**src/rtl/nv_nvdla_cdma_img_rd_req_sched.sv**
```systemverilog
// rtl/nv_nvdla_cdma_img_rd_req_sched.sv - credit-gated round-robin scheduler for the CDMA image read-request port
module nv_nvdla_cdma_img_rd_req_sched #(
  parameter int PD_W       = 79,
  parameter int CREDIT_MAX = 128,
  parameter int CNT_W      = 8
) (
  input  logic             nvdla_core_clk,
  input  logic             nvdla_core_rstn,
  input  logic             req0_valid,
  input  logic [PD_W-1:0]  req0_pd,
  output logic             req0_ready,
  input  logic             req1_valid,
  input  logic [PD_W-1:0]  req1_pd,
  output logic             req1_ready,
  output logic             dma_rd_req_vld,
  output logic [PD_W-1:0]  dma_rd_req_pd,
  output logic             dma_rd_req_src,
  input  logic             dma_rd_req_rdy,
  input  logic             rsp_pop,
  output logic [CNT_W-1:0] credit_cnt,
  output logic             sched_idle,
  output logic             credit_err
);

  logic             r_vld;
  logic [PD_W-1:0]  r_pd;
  logic             r_src;
  logic             r_rr_ptr;
  logic [CNT_W-1:0] r_credit_cnt;
  logic             r_credit_err;

  logic [15:0]      w_need0;
  logic [15:0]      w_need1;
  logic [15:0]      w_need_win;
  logic [15:0]      w_cnt16;
  logic [15:0]      w_cnt_nxt;
  logic             w_slot_free;
  logic             w_any_valid;
  logic             w_winner;
  logic             w_grant;
  logic             w_overflow;
  logic             w_oversize;

  // Beat counts are size+1, widened to 16 bits so size=0x7fff cannot wrap.
  assign w_need0     = 16'(req0_pd[PD_W-1:64]) + 16'd1;
  assign w_need1     = 16'(req1_pd[PD_W-1:64]) + 16'd1;
  assign w_cnt16     = 16'(r_credit_cnt);
  assign w_slot_free = !r_vld || dma_rd_req_rdy;
  assign w_any_valid = req0_valid || req1_valid;

  // Winner selection: rr_ptr breaks ties, a lone requester always wins arbitration;
  // a winner short of credits blocks the other side so neither can starve.
  always_comb begin
    w_winner = 1'b0;
    if (req0_valid && req1_valid) begin
      w_winner = r_rr_ptr;
    end else if (req1_valid) begin
      w_winner = 1'b1;
    end
    w_need_win = w_winner ? w_need1 : w_need0;
    w_grant    = w_slot_free && w_any_valid && (w_cnt16 >= w_need_win);
  end

  assign req0_ready = w_grant && !w_winner;
  assign req1_ready = w_grant && w_winner;

  // A pop with a full pool has nowhere to go: it is dropped and flagged.
  assign w_overflow = rsp_pop && (r_credit_cnt == CNT_W'(CREDIT_MAX));
  assign w_oversize = (req0_valid && (w_need0 > 16'(CREDIT_MAX))) ||
                      (req1_valid && (w_need1 > 16'(CREDIT_MAX)));

  // Net credit change for this cycle: grant consumes need, pop returns one.
  always_comb begin
    w_cnt_nxt = w_cnt16;
    if (w_grant) begin
      w_cnt_nxt = w_cnt_nxt - w_need_win;
    end
    if (rsp_pop && !w_overflow) begin
      w_cnt_nxt = w_cnt_nxt + 16'd1;
    end
  end

  // Control state: output valid/source, arbitration pointer, credits, sticky error.
  always_ff @(posedge nvdla_core_clk or negedge nvdla_core_rstn) begin
    if (!nvdla_core_rstn) begin
      r_vld        <= 1'b0;
      r_src        <= 1'b0;
      r_rr_ptr     <= 1'b0;
      r_credit_cnt <= CNT_W'(CREDIT_MAX);
      r_credit_err <= 1'b0;
    end else begin
      if (w_grant) begin
        r_vld    <= 1'b1;
        r_src    <= w_winner;
        r_rr_ptr <= ~w_winner;
      end else if (dma_rd_req_rdy) begin
        r_vld    <= 1'b0;
      end
      r_credit_cnt <= CNT_W'(w_cnt_nxt);
      if (w_overflow || w_oversize) begin
        r_credit_err <= 1'b1;
      end
    end
  end

  // Payload register carries no reset; it is only meaningful while r_vld is set.
  always_ff @(posedge nvdla_core_clk) begin
    if (w_grant) begin
      r_pd <= w_winner ? req1_pd : req0_pd;
    end
  end

  assign dma_rd_req_vld = r_vld;
  assign dma_rd_req_pd  = r_pd;
  assign dma_rd_req_src = r_src;
  assign credit_cnt     = r_credit_cnt;
  assign credit_err     = r_credit_err;
  assign sched_idle     = !r_vld && (r_credit_cnt == CNT_W'(CREDIT_MAX));

endmodule

```
**config.mk**
```make
export PLATFORM = sky130hd
export DESIGN_NAME = nv_nvdla_cdma_img_rd_req_sched
export DESIGN_NICKNAME = d
export VERILOG_FILES = /design/src/rtl/nv_nvdla_cdma_img_rd_req_sched.sv
export SDC_FILE = /design/constraint.sdc
export NUM_CORES = 1
export LEC_CHECK = 0
export CORE_MARGIN = 8
export CORE_UTILIZATION = 37
export CTS_CLUSTER_DIAMETER = 100
export CTS_CLUSTER_SIZE = 20
export DETAILED_ROUTE_END_ITERATION = 8
export PLACE_DENSITY = 0.84
export SYNTH_ARGS = -nofsm -noshare
export SYNTH_HDL_FRONTEND = slang
export SYNTH_SLANG_ARGS = --single-unit
```
**constraint.sdc**
```tcl
create_clock -name nvdla_core_clk -period 4.7 [get_ports nvdla_core_clk]
set_input_delay 0.47 -clock nvdla_core_clk [delete_from_list [all_inputs] [get_ports nvdla_core_clk]]
set_output_delay 0.47 -clock nvdla_core_clk [all_outputs]
set_load 0.1 [all_outputs]
```
==> results.cfg <==
[sta]
setup_tns_ns = 0
setup_violations = 0
fin_skew_ns = 0.00551
clock.fmax_ghz = 0.227
hold_slack_ns = 0.487
period_needed_ns = 4.41
max_slew_margin = 0.308
worst_slack_ns = 0.287
maxSlewViolCount = 0
fin_crit_sh = 0.939
tightest_slew_ns = 1.03
hold_viol_final = 0
rsz0062_at_grt = false

[global_routing]
grt_pass1_wl_um = 26100
grt_max_degree = 45
grt_usage = 0.186
grt_use_met3 = 0.0490
grt_busiest_layer = met2
globalRouteMet2Util = 0.345
grt_pass1_vias = 4586
antenna_found_initial = 0
grt_util_met1 = 0.203
grt_overflow = 0

[placed_design]
io_buffer_count = 256
hpwlAfterDp_um = 13900
dp.cells = 848
gp_congestion = 0.936
place_area_sq_mm = 0.00809
dp_slack_ns = -0.126

[power_and_ir_drop]
seqPwrFrac = 0.346
vdd_drop_max_mv = 0.574
internal-power_mw = 1.84
p_per_area_mw_per_mm2 = 336
clkPwrFrac = 0.276
switching_share = 0.349
combPwrFrac = 0.379
power.switching_mw = 0.988
power_mw = 2.83
leakage_nw = 3.04

[layout]
nets = 855
n_antenna_cell = 0
syn_to_final_growth_pct = 63.7
fin_util = 0.613
fin_area_sq_mm = 0.00842
final-instance-count-excl-fill = 864
drive_gt1_frac = 0.199

[setup_path]
rrSetupSlack_ns = 0.52
r2r_cells = 16
cp-startpoint = req1_pd[65]
cp-end-kind = flop
critPathRequiredTime_ns = 4.96
critPathMaxFanout = 4
cp.arrival_ns = 4.68
regToRegStartpoint = r_rr_ptr
path_class = in2reg
regToRegEndpoint = credit_cnt[4]
cp-start-kind = input port

[clocking]
cts_setup_buffers = 0
cts_tree = built
cts_sinks = 91
path_clk_slew_ns = 0.06
clockRootBuffer = clkbuf_16
clock_latency_ns = 0.34
cts_buffers = 9
clk_path_buf_depth = 2
cts.htree.levels = 3

[synth]
ys_seq_elements = 91
yosysTopAreaCell = edfxtp_1
syn_nets = 584
yosys-top-cells-count = edfxtp_1, mux2_2, nand2_1
syn_avg_cell_area_sq_um = 12.6
ys_async_sr_fraction = 0.132
synth_edf_count = 79
syn_inst = 408
synth_area_sq_mm = 0.00514
synth.area.top_cells = edfxtp_1, mux2_2, dfrtp_1
ys_types = 50
yosys_warnings = 0
ys_seq_area_frac = 0.520
synth_top_area_share = 0.461
synthFlopType = edfxtp_1

[floorplanning]
coreArea_sq_mm = 0.0137
die_h_um = 134
num_io_pins = 257
rows = 43
die-area_sq_mm = 0.0179
die_w_um = 134
initial_utilization = 0.375

[min_path]
whs_endpoint = dma_rd_req_src
hold_depth = 1
hold_path.class = reg2reg
hp-start = dma_rd_req_src

[routing]
drt-pass1-iter-count = 5
routed_wl_um = 17200
ant_nets = 0
initialDrtViolationCount = 276
routed_via_density = 5.19
drc = 0
dr_total_vias = 4483
wire_per_inst_um = 19.9

[run_status]
status = complete, no violations

[flow_run]
maxCapViolations = 0
==> power by group through the flow <==
stage	combinational, mW	sequential, mW	clock [mW]
after floorplan	0.479	1.20	0
after global placement	1.03	0.991	0
after detailed placement	1.05	0.992	0
after CTS	1.06	0.976	0.791
after global routing	1.14	0.983	0.823
final	1.07	0.979	0.780
==> cell type report <==
type	count	area, sq um
clock buffers	10	229
clock inverters	6	88.8
fillers	1050	5300
inverters	9	33.8
multi-input cells	294	2420
flip-flops and latches	91	2670
well taps	180	225
repair buffers	274	2740
==> state kept, by name, indices dropped and copies added (netlist names) <==
signal          flops
credit_cnt          8
credit_err          1
dma_rd_req_pd      79
dma_rd_req_src      1
dma_rd_req_vld      1
r_rr_ptr            1
==> how the worst max path moves through the flow <==
| stage | to | slack [ns] | depth (start not counted) |
|---|---|---|---|
| after floorplan | dma_rd_req_pd[0] | 0.02 | 13 |
| after global placement | credit_cnt[6] | 0.05 | 19 |
| after detailed placement | credit_cnt[6] | -0.13 | 19 |
| after CTS | credit_cnt[6] | 0.22 | 19 |
| after global routing | credit_cnt[6] | 0.03 | 19 |
| final | credit_cnt[4] | 0.29 | 21 |
==> critical path: stages <==
cell             delay, ns
clkdlybuf4s50_1       0.53
ha_1                  0.21
and2_1                0.20
nand4_1               0.13
xor2_1                0.15
nor2_1                0.05
a21oi_1               0.14
ha_1                  0.27
and4_1                0.21
o311ai_0              0.44
a311oi_1              0.19
nand4_1               0.26
o41ai_4               0.16
mux2i_1               0.25
ha_1                  0.25
o211ai_1              0.13
buf_4                 0.17
nor2_1                0.10
nand2_1               0.07
xor2_1                0.16
mux2i_1               0.13
==> what timing repair did <==
action | CTS | global route
resized for setup | 0 | 1
endpoints found under the setup margin | 0 | 1
hold buffers | 0 | 0
endpoints found under the hold margin | 0 | 0
==> cell families after synthesis <==
logic type / after synthesis / share of synthesized area
xor+xnor: 27 / 0.0487
mux: 91 / 0.197
fa+ha+maj: 12 / 0.0307
flops: 91 / 0.520
simple gates: 113 / 0.122
compound gates: 51 / 0.0645
buf+inv: 23 / 0.0170
==> placed cells by master, fill, tap and decap left out, drive strengths merged, types with 11 or more instances in the layout <==
cell           synthesis  routed
a21oi                 13      13
clkdlybuf4s50          0     254
buf                    1      20
nor2                  20      20
mux2                  80      80
mux2i                 11      11
edfxtp                79      79
ha                    11      11
xnor2                 13      13
nand3                 16      16
o21ai                 19      19
nand2                 21      21
xor2                  13      13
dfrtp                 11      11
==> routing by layer <==
layer	part of all wire	routed length [um]
met5	0	0
met4	0.012	213
met2	0.54	9290
met3	0.075	1290
met1	0.37	6420
Power figures use the tool's default switching activity.
